==> src/rtl/alarm_slot_editor.sv <==
// Multi-slot mm:ss alarm editor: digit-wise button editing with hold-to-repeat,
// CENTER short press for next slot / long press to clear, blink mask for the display.
module alarm_slot_editor #(
    parameter int NUM_SLOTS    = 4,
    parameter int TW           = 12,
    parameter int MAX_TIME     = 3600,
    parameter int REPEAT_DELAY = 500,
    parameter int REPEAT_RATE  = 100,
    parameter int CLEAR_HOLD   = 1000,
    parameter int BLINK_HALF   = 500,
    localparam int AW = (NUM_SLOTS > 1) ? $clog2(NUM_SLOTS) : 1
) (
    input  logic                    CLOCK_1ms,
    input  logic                    RESET,
    input  logic                    ENABLE,
    input  logic [4:0]              BTN,
    output logic [NUM_SLOTS*TW-1:0] TIME_ALL,
    output logic [AW-1:0]           ACTIVE_SLOT,
    output logic [TW-1:0]           DISP_TIME,
    output logic [3:0]              EDIT_DIGIT,
    output logic [3:0]              BLANK_MASK,
    output logic                    CHANGED
);
    // state    | meaning
    // R_IDLE   | no UP/DOWN repeat in progress
    // R_DELAY  | UP/DOWN held, waiting REPEAT_DELAY before auto-repeat
    // R_REPEAT | auto-repeat, one step every REPEAT_RATE
    // C_IDLE   | no CENTER press in progress
    // C_HOLD   | CENTER held, timing short press vs. clear
    // C_WAIT   | slot cleared, waiting for CENTER release
    typedef enum logic [1:0] {R_IDLE, R_DELAY, R_REPEAT} r_state_t;
    typedef enum logic [1:0] {C_IDLE, C_HOLD, C_WAIT} c_state_t;

    localparam int RMAX = (REPEAT_DELAY > REPEAT_RATE) ? REPEAT_DELAY : REPEAT_RATE;
    localparam int RCW  = $clog2(RMAX + 1);
    localparam int CCW  = $clog2(CLEAR_HOLD + 1);
    localparam int BCW  = $clog2(BLINK_HALF + 1);
    localparam logic [TW:0] MAX_W = (TW+1)'(MAX_TIME);

    logic [TW-1:0]  slot_t [NUM_SLOTS];
    logic [AW-1:0]  act_slot;
    logic [4:0]     btn_s1, btn_s2, btn_q;
    logic           enable_q, wr_q, phase;
    logic [BCW-1:0] blink_cnt;
    r_state_t       r_state;
    logic           r_dir;
    logic [RCW-1:0] r_cnt;
    c_state_t       c_state;
    logic [CCW-1:0] c_cnt;

    logic [4:0]  rise;
    logic        act, en_rise, any_ev, ev_left, ev_right, ev_up, ev_down, ev_center;
    logic        held_dir, both_ud;
    logic [TW:0] cur_t, w, sum;
    logic [TW-1:0] t_up, t_dn;

    // BTN bits: 4 DOWN, 3 RIGHT, 2 LEFT, 1 UP, 0 CENTER
    assign rise      = btn_s2 & ~btn_q;
    assign en_rise   = ENABLE & ~enable_q;
    assign act       = ENABLE & enable_q;
    assign any_ev    = act & (|rise);
    assign ev_left   = act & rise[2];
    assign ev_right  = act & rise[3] & ~rise[2];
    assign ev_up     = act & rise[1] & ~(|rise[3:2]);
    assign ev_down   = act & rise[4] & ~(|rise[3:1]);
    assign ev_center = act & rise[0] & ~(|rise[4:1]);
    assign held_dir  = r_dir ? btn_s2[4] : btn_s2[1];
    assign both_ud   = btn_s2[4] & btn_s2[1];

    always_comb begin
        cur_t = {1'b0, slot_t[act_slot]};
        if (EDIT_DIGIT[3])      w = (TW+1)'(600);
        else if (EDIT_DIGIT[2]) w = (TW+1)'(60);
        else if (EDIT_DIGIT[1]) w = (TW+1)'(10);
        else                    w = (TW+1)'(1);
        sum  = cur_t + w;
        t_up = TW'((sum >= MAX_W) ? sum - MAX_W : sum);
        t_dn = TW'((cur_t >= w) ? cur_t - w : cur_t + MAX_W - w);
    end

    always_comb begin
        TIME_ALL = '0;
        for (int k = 0; k < NUM_SLOTS; k++) TIME_ALL[k*TW +: TW] = slot_t[k];
    end

    assign ACTIVE_SLOT = act_slot;
    assign BLANK_MASK  = (ENABLE && phase) ? EDIT_DIGIT : 4'b0000;

    always_ff @(posedge CLOCK_1ms or posedge RESET) begin
        if (RESET) begin
            for (int k = 0; k < NUM_SLOTS; k++) slot_t[k] <= '0;
            act_slot   <= '0;
            DISP_TIME  <= '0;
            EDIT_DIGIT <= 4'b1000;
            CHANGED    <= 1'b0;
            wr_q       <= 1'b0;
            // all-ones so a button held through reset is not seen as a new press
            btn_s1     <= '1;
            btn_s2     <= '1;
            btn_q      <= '1;
            enable_q   <= 1'b0;
            phase      <= 1'b0;
            blink_cnt  <= BCW'(BLINK_HALF - 1);
            r_state    <= R_IDLE;
            r_dir      <= 1'b0;
            r_cnt      <= '0;
            c_state    <= C_IDLE;
            c_cnt      <= '0;
        end else begin
            btn_s1    <= BTN;
            btn_s2    <= btn_s1;
            btn_q     <= btn_s2;
            enable_q  <= ENABLE;
            wr_q      <= 1'b0;
            CHANGED   <= wr_q;
            DISP_TIME <= slot_t[act_slot];
            if (!ENABLE) begin
                r_state   <= R_IDLE;
                c_state   <= C_IDLE;
                phase     <= 1'b0;
                blink_cnt <= BCW'(BLINK_HALF - 1);
            end else if (en_rise) begin
                EDIT_DIGIT <= 4'b1000;
                r_state    <= R_IDLE;
                c_state    <= C_IDLE;
                phase      <= 1'b0;
                blink_cnt  <= BCW'(BLINK_HALF - 1);
            end else begin
                if (any_ev) begin
                    phase     <= 1'b0;
                    blink_cnt <= BCW'(BLINK_HALF - 1);
                end else if (blink_cnt == '0) begin
                    phase     <= ~phase;
                    blink_cnt <= BCW'(BLINK_HALF - 1);
                end else begin
                    blink_cnt <= blink_cnt - 1'b1;
                end

                if (ev_left)  EDIT_DIGIT <= {EDIT_DIGIT[2:0], EDIT_DIGIT[3]};
                if (ev_right) EDIT_DIGIT <= {EDIT_DIGIT[0], EDIT_DIGIT[3:1]};

                if (ev_up || ev_down) begin
                    slot_t[act_slot] <= ev_down ? t_dn : t_up;
                    wr_q    <= 1'b1;
                    r_dir   <= ev_down;
                    r_state <= R_DELAY;
                    r_cnt   <= RCW'(REPEAT_DELAY - 1);
                end else if (any_ev) begin
                    r_state <= R_IDLE;
                end else if (r_state != R_IDLE) begin
                    if (!held_dir || both_ud) begin
                        r_state <= R_IDLE;
                    end else if (r_cnt == '0) begin
                        slot_t[act_slot] <= r_dir ? t_dn : t_up;
                        wr_q    <= 1'b1;
                        r_state <= R_REPEAT;
                        r_cnt   <= RCW'(REPEAT_RATE - 1);
                    end else begin
                        r_cnt <= r_cnt - 1'b1;
                    end
                end

                case (c_state)
                    C_IDLE: if (ev_center) begin
                        c_state <= C_HOLD;
                        c_cnt   <= CCW'(CLEAR_HOLD - 1);
                    end
                    C_HOLD: begin
                        if (!btn_s2[0]) begin
                            act_slot   <= (act_slot == AW'(NUM_SLOTS - 1)) ? '0 : act_slot + 1'b1;
                            EDIT_DIGIT <= 4'b1000;
                            c_state    <= C_IDLE;
                        end else if (c_cnt == '0) begin
                            slot_t[act_slot] <= '0;
                            wr_q    <= 1'b1;
                            c_state <= C_WAIT;
                        end else begin
                            c_cnt <= c_cnt - 1'b1;
                        end
                    end
                    default: if (!btn_s2[0]) c_state <= C_IDLE;
                endcase
            end
        end
    end
endmodule

==> config.mk <==
export PLATFORM = sky130hd
export DESIGN_NAME = alarm_slot_editor
export DESIGN_NICKNAME = d
export VERILOG_FILES = /design/src/rtl/alarm_slot_editor.sv
export SDC_FILE = /design/constraint.sdc
export NUM_CORES = 1
export LEC_CHECK = 0
export CORE_ASPECT_RATIO = 1.5
export CORE_MARGIN = 2
export CORE_UTILIZATION = 40
export CTS_CLUSTER_DIAMETER = 120
export DETAILED_ROUTE_END_ITERATION = 8
export GPL_ROUTABILITY_DRIVEN = 0
export PLACE_DENSITY = 0.61
export SETUP_SLACK_MARGIN = 0.3
export SYNTH_ARGS = -nofsm -noshare
export SYNTH_HDL_FRONTEND = slang
export SYNTH_SLANG_ARGS = --single-unit
==> constraint.sdc <==
create_clock -name CLOCK_1ms -period 11.8 [get_ports CLOCK_1ms]
set_clock_uncertainty 0.2 [all_clocks]
set_input_delay 2.36 -clock CLOCK_1ms [delete_from_list [all_inputs] [get_ports CLOCK_1ms]]
set_output_delay 2.36 -clock CLOCK_1ms [all_outputs]
set_load 0.03 [all_outputs]
# --- Word level (Yosys, flattened, before mapping) ---
# Cells that the tools add are included.
word_totals:
  register_bits: 118
  output_inout_bits: 71
  word_cells: 168
op_classes:
  n_addsub: 9
  order_cmp: 4
  n_eq_ne: 13
  muxes: 73
  bitwise: 26
  n_reduce_logical: 23
op_table:
  columns: ["operator", "count"]
  rows:
  - ["two-way mux 48 bit", 10]
  - ["bitwise mux 48 bit", 2]
  - ["two-way mux 12 bit", 7]
  - ["two-way mux 9 bit", 9]
  - ["bitwise AND 48 bit", 1]
  - ["inverter 48 bit", 1]
  - ["two-way mux 10 bit", 4]
  - ["two-way mux 2 bit", 14]
  - ["two-way mux 4 bit", 7]
  - ["binary-select mux 12 bit (select 2 bit)", 1]
  - ["demux 12 bit (select 2 bit)", 1]
  - ["subtractor 12 x 10 -> 12 bit", 2]
  - ["one-hot mux 10 bit (2 select lines)", 1]
  - ["zero test 9 bit", 2]
  - ["subtractor 9 x 1 -> 9 bit (second input constant)", 2]
  - ["two-way mux 1 bit", 15]
  - ["adder 12 x 10 -> 13 bit", 1]
  - ["bitwise AND 1 bit", 13]
  - [">= comparator 12 x 13 -> 1 bit", 1]
  - [">= comparator 13 x 12 -> 1 bit (second input constant)", 1]
  - ["adder 12 bit (second input constant)", 1]
  - ["subtractor 12 bit (second input constant)", 1]
  - ["zero test 10 bit", 1]
  - ["subtractor 10 x 1 -> 10 bit (second input constant)", 1]
  - ["33 further kinds", 49]

# --- Longest topological paths before layout ---
# Gate-level depths: netlist of the first run.
logic_depth:
  ltp_word: 20
  mapped_depth: 20
  depth_no_buf: 19

# --- Worst setup path after synthesis of the first run ---
# Ideal clock, no wire load.
synth_timing:
  path_type: "input to output"
  from: "input ENABLE"
  to: "output BLANK_MASK[0]"
  arrival_ns: 2.928
  path_slack_ns: 6.312
  path_stages: 2
  n_path_buf: 1
  cell_sequence: "clkbuf_1 and3_1"
synth_between:
  elab_chain_cells: 2
synth_rtl:
  columns: ["element", "line", "rtl"]
  rows:
  - ["from (decl)", "15", "input logic ENABLE,"]
  - ["logical AND 1 bit", "87", "assign BLANK_MASK = (ENABLE && phase) ? EDIT_DIGIT : 4'b0000;"]
  - ["two-way mux 4 bit", "87", null]
  - ["to (decl)", "21", "output logic [3:0] BLANK_MASK,"]
# Every way passes these cells.

# --- Worst setup path in the final report of the first run ---
layout_timing:
  from: "input ENABLE"
  to: "output BLANK_MASK[2]"
# The elaborated chain is that of the path after synthesis.

==> run metrics, run 1 <==
Synth Instances=926; HPWL Detailed=19300 um; Total Power=1540 uW; CP Class=in -> out; Clock Power Share=35.1%; GR peak layer=met2; syn_nets=982; yosys warns=0; Post-Syn Area=8240 um^2; Startpoint Class=input pin; number of fill cells=1969; Rel. slew slack=31.0%; r2r setup slk=6.16 ns; Top FF cell, synth=dfrtp_1; CORE AREA=20300 um^2; Hold Vio Cnt, Final=0; Worst Max-Slew Pin Slew=1.03 ns; sw power=568 uW; Reg power frac=32.2%; ant diodes=0; M3 GR Usage=3.78%; Die ar.=21800 um^2; Final nets=1046; P_leak=0.00404 uW; met2 Usage GRT=42.1%; vias in the first global route=7437; GRT Util Overall=24.5%; HP Class=reg -> reg; DR vias=7502; Die Y=180 um; fin crit period=6.53 ns; synth unique cells=81; Max Cap Viol=0; crit path DAT=3.97 ns; final setup fails=0; Via-to-Cell Ratio=5.92; IR drop worst, VDD=142 uV; root buf cell=clkbuf_16; ys async rst share=100%; total CTS buffers=17; Synth-to-Final Area Change=19.5%; htree depth=4; total wire length=26000 um; IO buf count=78; Seq cells post-synth=118; postcts setup bufs=0; CTS resizes=0; largest net degree at the start of global routing=64; CTS tree=built; final hold slack=0.153 ns; sequential area share after synthesis=36.2%; Peak Freq=153 MHz; number of routed nets with antenna violations=0; clock slew at reported path FFs=0.06 ns; Post-Syn Area per Cell=8.90 um^2; final setup TNS=0 ns; CP max FO=12; number of top-level pins=79; Final Cycle Share=55.3%; Clock Latency Late Sink=0.43 ns; Starting Density=40.5%; chip width=121 um; cell-internal power=973 uW; Initial DRT Pass Iterations=5; met1 GRT Util=28.1%; Iter 0 DRT Violations=544; EDFF count, synth=0; drt drc=0; PD cells=156 nW/um^2; WL per Instance=20.5 um; status=finished clean; worst endpoint required time=9.24 ns; RSZ-0062 raised after global routing=no; Comb pwr share=32.7%; fin. max-slew vios=0; first-pass GRT wire length=41200 um; share of cells above drive strength 1=10.4%; remaining global-route overflow=0; sw frac=36.9%; CTS sink count=118; CTS Buffer Depth=2; Post-CTS Hold Buffers=0; initial antenna violation count=0; critical path capture point type=output port; num rows=64
==> power by group through the flow <==
stage                     Sequential, uW  Combinational [uW]  Clock, uW
final                                495                 504        541
after global routing                 504                 546        570
after CTS                            496                 505        550
after detailed placement             502                 503          0
after global placement               502                 498          0
after floorplan                      527                 321          0
==> cells by family after synthesis <==
family / share of synthesized area [%]
adders and majority gates: 8.02
DFF: 36.2
xor gates and xnor gates: 4.68
and+or+nand+nor: 18.7
buffers and inverters: 4.37
muxes: 5.50
AOI/OAI and AO/OA: 22.5
==> worst paths after layout <==
path,to,cells after the start,from
setup / recovery,BLANK_MASK[2],3,ENABLE
hold / removal,btn_s2[1],0,btn_s1[1]
setup reg to reg,TIME_ALL[18],12,ACTIVE_SLOT[0]
hold reg to reg,btn_s2[1],0,btn_s1[1]
max in group asynchronous,TIME_ALL[21],3,RESET
min in group asynchronous,DISP_TIME[3],2,RESET
==> layer usage <==
metal  vias to the layer above  wire length [um]
li1                       3498                 -
met1                      3614              9900
met2                       308             13000
met3                        82              1390
met4                         0              1690
met5                         -                 0
==> registers in the layout, summed over array words and instances, names as in the netlist, 2 cells and up <==
name and cells:
TIME_ALL 48, DISP_TIME 12, c_cnt 10, blink_cnt 9
r_cnt 9, btn_q 5, btn_s1 5, btn_s2 5
EDIT_DIGIT 4, ACTIVE_SLOT 2, c_state 2, r_state 2
==> synthesized netlist by cell type (all sizes together) (7+ instances only) <==
master	instances	area [um^2]
a21o	17	128
a21oi	65	325
a22o	14	123
a31oi	10	68.8
a32o	8	80.1
and2	11	70.1
and3	8	50.1
buf	7	41.3
clkbuf	33	124
dfrtp	95	2380
dfstp	23	604
fa	8	160
ha	40	500
inv	52	195
mux2	9	105
mux2i	10	100
mux4	11	248
nand2	102	383
nand2b	10	62.6
nand3	30	150
nor2	75	282
nor2b	14	95.1
nor3	42	215
nor4	8	71.3
o211ai	7	57.6
o21ai	67	339
o22ai	8	50.1
or3	7	43.8
xnor2	33	289
xor2	11	96.3
==> cell usage in the layout, fill, tap and decap left out, types with 23 or more instances in the layout <==
cell type	Yosys	final
ha_1	40	40
dfstp_2	23	23
nand2_1	102	102
dfrtp_1	95	95
xnor2_1	33	33
nor3_1	41	41
inv_1	51	50
a21oi_1	65	65
nor2_1	75	74
clkdlybuf4s50_1	0	78
o21ai_0	64	64
nand3_1	30	30
==> worst max-delay path, cell delays in order <==
cell             delay [ns]
clkdlybuf4s50_1        0.72
and3_1                 0.22
clkdlybuf4s50_1        0.66
==> area by class of cell <==
type	count	area [um^2]	area share (%)
multi-input cells	716	4900	49.8
flip-flops and latches	118	2980	30.3
repair buffers	85	833	8.46
clock buffers	17	425	4.32
well taps	264	330	3.35
inverters	52	198	2.01
clock inverters	15	176	1.79
==> per-stage QoR <==
step | setup slack, ns | util, % | cells | area [um^2]
2_1_floorplan | 6.15 | - | 926 | 8240
5_1_grt | 5.21 | 48.4 | 1267 | 9850
4_1_cts | 5.26 | 48.4 | 1267 | 9850
6_report | 5.27 | 48.4 | 1267 | 9850
3_3_place_gp | 5.28 | 45.5 | 1235 | 9250
3_5_place_dp | 5.26 | 45.5 | 1235 | 9250
Note: power is estimated with default switching activity, not from simulation.
==> inputs of run 2 (changes only) <==
Clock period 11.8 ns to 6.6 ns, I/O delays scaled along.
==> run 2 against run 1 <==
Compared with the run above:
- utilization increased by 0.12 points
- first-iteration DRC count increased by 9.0%
- die area unchanged
- clock power increased by 66%
- routed wire length increased by 3.3%
- register-to-register slack got worse by 5.1 ns
- hold slack improved by 0.0018 ns
- worst setup slack got worse by 4.2 ns
- highest routed layer unchanged
==> run metrics, run 2 (same netlist as run 1, synthesis figures left out) <==
WL per Instance=21.0 um; remaining global-route overflow=0; number of fill cells=2005; fin cells=1274; share of cells above drive strength 1=11.0%; crit-path most repeated cell=xnor2_1; fin crit period=5.56 ns; Synth-to-Final Area Change=19.8%; RR Startpoint=ACTIVE_SLOT[0]; CTS resizes=0; worst endpoint required time=6.72 ns; Peak Freq=180 MHz; most common cell after layout, fill and taps aside=nand2_1; Top delay family on crit path=compound AO/OA/AOI/OAI gates; CTS tree=built; Max Used Layer=met4; final setup fails=0; met3 wire length=1460 um; Starting Density=40.5%; cells on worst reg2reg path=12; Iter 0 DRT Violations=593; Final nets=1053; placed cells=1242; number of routed nets with antenna violations=0; ant diodes=0; status=finished clean; Via-to-Cell Ratio=5.94; GRT Util Overall=25.4%; P_leak=0.00406 uW; largest net degree at the start of global routing=62; Initial DRT Pass Iterations=5; met2 WL post-DR=13500 um; IO buf count=78; Final Cycle Share=84.3%; root buf cell=clkbuf_16; Hold Startpoint=btn_s1[2]; PD cells=273 nW/um^2; HP Class=reg -> reg; total wire length=26800 um; htree depth=4; CTS Buffer Depth=2; number of top-level pins=79; Worst path max stage delay=0.83 ns; Worst Path Buf+Inv=0; first-pass GRT wire length=42500 um; Post-CTS Hold Buffers=0; initial antenna violation count=0; Max Cap Viol=0; CTS sink count=118; r2r endpoint=TIME_ALL[18]; r2r setup slk=1.04 ns; CP Cell Sequence=mux4_2, ha_1, nor3b_1, o311ai_1, nand3_1, xnor2_1, nor3_1, a221oi_1, xnor2_1, a21oi_1, o311ai_0, a32o_1; IR drop worst, VDD=137 uV; HPWL Detailed=20000 um; total CTS buffers=17; Hold Path Cell Cnt=0; Startpoint Class=flip-flop; crit path DAT=5.68 ns; Die ar.=21800 um^2; crit path max-delay cell type=xnor2_1; Placed Area=9300 um^2; max FFs per register=48; CP max FO=13; Clock Latency Late Sink=0.43 ns; Endpoint, Worst Hold=btn_s2[2]; num rows=64; RSZ-0062 raised after global routing=no; drt drc=0; postcts setup bufs=0; Post-Layout Inst Area=9870 um^2; Worst Max-Slew Pin Slew=1.02 ns; most frequent cells in the layout=nand2_1 (102), dfrtp_1 (95), clkdlybuf4s50_1 (78); chip width=121 um; fin util=48.5%; CP Class=reg -> reg; DR vias=7565; Rel. slew slack=31.6%; Die Y=180 um; vias in the first global route=7552; CORE AREA=20300 um^2; Hold Vio Cnt, Final=0; fin. max-slew vios=0; Routed met1 length=10300 um; clock slew at reported path FFs=0.06 ns; final setup TNS=0 ns; critical path capture point type=flip-flop
-- run 2: changes by cell type in the layout (fill, tap and decap cells not counted), sizes merged --
cell	delta
clkbuf	+2
bufinv	-2
clkinv	+1
clkinvlp	-1
buf	+7
-- run 2: worst max path at each step --
stage              startpoint  cells after the start           end  slack, ns
5_1_grt        ACTIVE_SLOT[0]                     12  TIME_ALL[18]       0.65
3_5_place_dp   ACTIVE_SLOT[0]                     12  TIME_ALL[18]       1.07
3_3_place_gp   ACTIVE_SLOT[0]                     12  TIME_ALL[18]       1.21
6_report       ACTIVE_SLOT[0]                     12  TIME_ALL[18]       1.04
2_1_floorplan  ACTIVE_SLOT[0]                     15   TIME_ALL[8]       1.46
4_1_cts        ACTIVE_SLOT[0]                     12  TIME_ALL[18]       1.06
-- run 2: cell type report --
| cell class | instances | area [um^2] | area share, % |
|---|---|---|---|
| multi-input cells | 716 | 4900 | 49.7 |
| flip-flops and latches | 118 | 2980 | 30.2 |
| repair buffers | 92 | 886 | 8.97 |
| clock buffers | 19 | 453 | 4.59 |
| well taps | 264 | 330 | 3.35 |
| inverters | 52 | 198 | 2.00 |
| clock inverters | 13 | 121 | 1.23 |
-- run 2: per-stage QoR --
step / hold WS, ns / worst slack, ns / total power (uW)
after global placement: 0.142 / 1.21 / 1790
after global routing: 0.157 / 0.651 / 2850
after detailed placement: 0.139 / 1.07 / 1800
final: 0.155 / 1.04 / 2700
after CTS: 0.155 / 1.06 / 2710
after floorplan: 0.131 / 1.46 / 1520
-- run 2: metal layers --
| metal | GRT usage [%] | vias up |
|---|---|---|
| li1 | - | 3514 |
| met2 | 43.6 | 308 |
| met5 | 0 | - |
| met1 | 29.8 | 3656 |
| met3 | 4.06 | 87 |
| met4 | 14.1 | 0 |
-- run 2: where the power goes --
part           total (uW)  internal, uW  switching [uW]
registers             883           804            78.1
clock network         899           540             358
logic                 917           345             572
total                2700          1690            1010
==> inputs of run 3 (changes only) <==
Clock period 6.6 ns to 5.46 ns, I/O delays scaled along.
==> run 3 against run 2 <==
Compared with the run above:
- via count up 0.38%
- critical path depth rose by 2
- design area is 0.56% higher
- non-clock buffer count rose by 5
- combinational power grew 24%
- final cell count up 0.39%
- global-route usage is 0.36 points higher
- first-iteration DRC count grew 6.4%
- critical path type unchanged
- highest routed layer unchanged
==> run metrics, run 3 (same netlist as run 1, synthesis figures left out) <==
status=finished clean; sw frac=37.3%; final setup TNS=0 ns; Worst Path Buf+Inv=2; Clock Power Share=32.6%; Comb pwr share=34.6%; fin. max-slew vios=0; CTS Buffer Depth=2; largest net degree at the start of global routing=58; CTS sink count=118; Max Cap Viol=0; Reg power frac=32.8%; num rows=64; initial antenna violation count=0; Starting Density=40.5%; cell-internal power=2060 uW; CORE AREA=20300 um^2; most common cell after layout, fill and taps aside=nand2_1; Rel. slew slack=34.3%; fin cells=1279; Initial DRT Pass Iterations=5; sw power=1220 uW; chip width=121 um; CTS tree=built; ant diodes=0; vias in the first global route=7575; pre-CTS setup slack=0.420 ns; remaining global-route overflow=0; GR peak layer=met2; number of fill cells=1981; CP Cell Sequence=buf_4, mux4_2, ha_1, inv_1, ha_1, a31oi_1, a31oi_2, xor2_1, o211ai_2, a2111o_1, o211a_2, mux2_4, a221oi_2, o221ai_1; Final nets=1058; CP Class=reg -> reg; HP Class=reg -> reg; clock slew at reported path FFs=0.06 ns; Post-CTS Hold Buffers=0; P_leak=0.00409 uW; DR vias=7594; Peak Freq=204 MHz; HPWL Detailed=20400 um; most frequent cells in the layout=nand2_1 (102), dfrtp_1 (93), clkdlybuf4s50_1 (78); WL per Instance=21.4 um; PD cells=330 nW/um^2; final setup fails=0; htree depth=4; max FFs per register=48; first-pass GRT wire length=42600 um; Clock Latency Late Sink=0.43 ns; number of top-level pins=79; total CTS buffers=17; Iter 0 DRT Violations=631; GRT Util Overall=25.8%; Top delay family on crit path=compound AO/OA/AOI/OAI gates; critical path capture point type=flip-flop; met1 GRT Util=29.3%; Die Y=180 um; drt drc=0; Synth-to-Final Area Change=20.4%; crit-path most repeated cell=ha_1; worst endpoint required time=5.55 ns; Worst Max-Slew Pin Slew=0.986 ns; Startpoint Class=flip-flop; crit path max-delay cell type=mux4_2; fin crit period=4.90 ns; met2 Usage GRT=43.5%; IR drop worst, VDD=226 uV; share of cells above drive strength 1=11.9%; placed cells=1245; CP max FO=11; Via-to-Cell Ratio=5.94; Worst path max stage delay=0.62 ns; Final Worst Setup Slack=0.561 ns; crit path DAT=4.98 ns; number of routed nets with antenna violations=0; RSZ-0062 raised after global routing=yes; root buf cell=clkbuf_16; Die ar.=21800 um^2; total wire length=27300 um; M3 GR Usage=5.30%; final hold slack=0.152 ns; IO buf count=78; r2r setup slk=0.56 ns; Final Cycle Share=89.7%; Hold Vio Cnt, Final=0
run 3: cell count changes in the layout (fill, tap and decap cells not counted), sizes merged:
| cell | change |
|---|---|
| buf | +5 |
| clkbuf | +4 |
| clkinvlp | -1 |
| inv | -3 |
run 3: metrics by stage:
step                instance area, um^2  utilization, %  power (uW)
floorplan                          8240               -        1830
global placement                   9330            45.9        2180
detailed placement                 9330            45.9        2200
CTS                                9890            48.6        3280
global route                       9930            48.8        3440
finish                             9930            48.8        3280
run 3: worst paths after layout:
check                      depth (start not counted)            from           end
min in group asynchronous                          2           RESET  blink_cnt[3]
max in group asynchronous                          3           RESET  TIME_ALL[27]
hold reg to reg                                    0       btn_s1[3]     btn_s2[3]
hold / removal                                     0       btn_s1[3]     btn_s2[3]
setup / recovery                                  14  ACTIVE_SLOT[0]  TIME_ALL[20]
setup reg to reg                                  14  ACTIVE_SLOT[0]  TIME_ALL[20]
run 3: layer usage:
metal,routed length [um],vias to the layer above,share of wire [%]
li1,-,3526,-
met1,10300,3644,38
met2,13500,327,50
met3,1720,97,6.3
met4,1790,0,6.5
met5,0,-,0
run 3: repair_timing:
item                                    CTS  global route
endpoints found under the setup margin    0            28
setup buffers                             0             2
endpoints found under the hold margin     0             0
resized for setup                         0             9
run 3: cell type report:
cell class	count	area (um^2)	share of cell area (%)
clock inverter	9	76.3	0.769
sequential	118	2980	30.1
tap	264	330	3.33
multi-input combinational	716	4920	49.6
inverter	52	198	1.99
clock buffer	23	478	4.81
timing repair buffer	97	936	9.43
run 3: power groups by stage:
stage                     registers (uW)  logic [uW]  clock network, uW
after floorplan                     1140         694                  0
after global placement              1080        1100                  0
after detailed placement            1080        1110                  0
after CTS                           1070        1120               1090
after global routing                1080        1230               1130
final                               1070        1140               1070
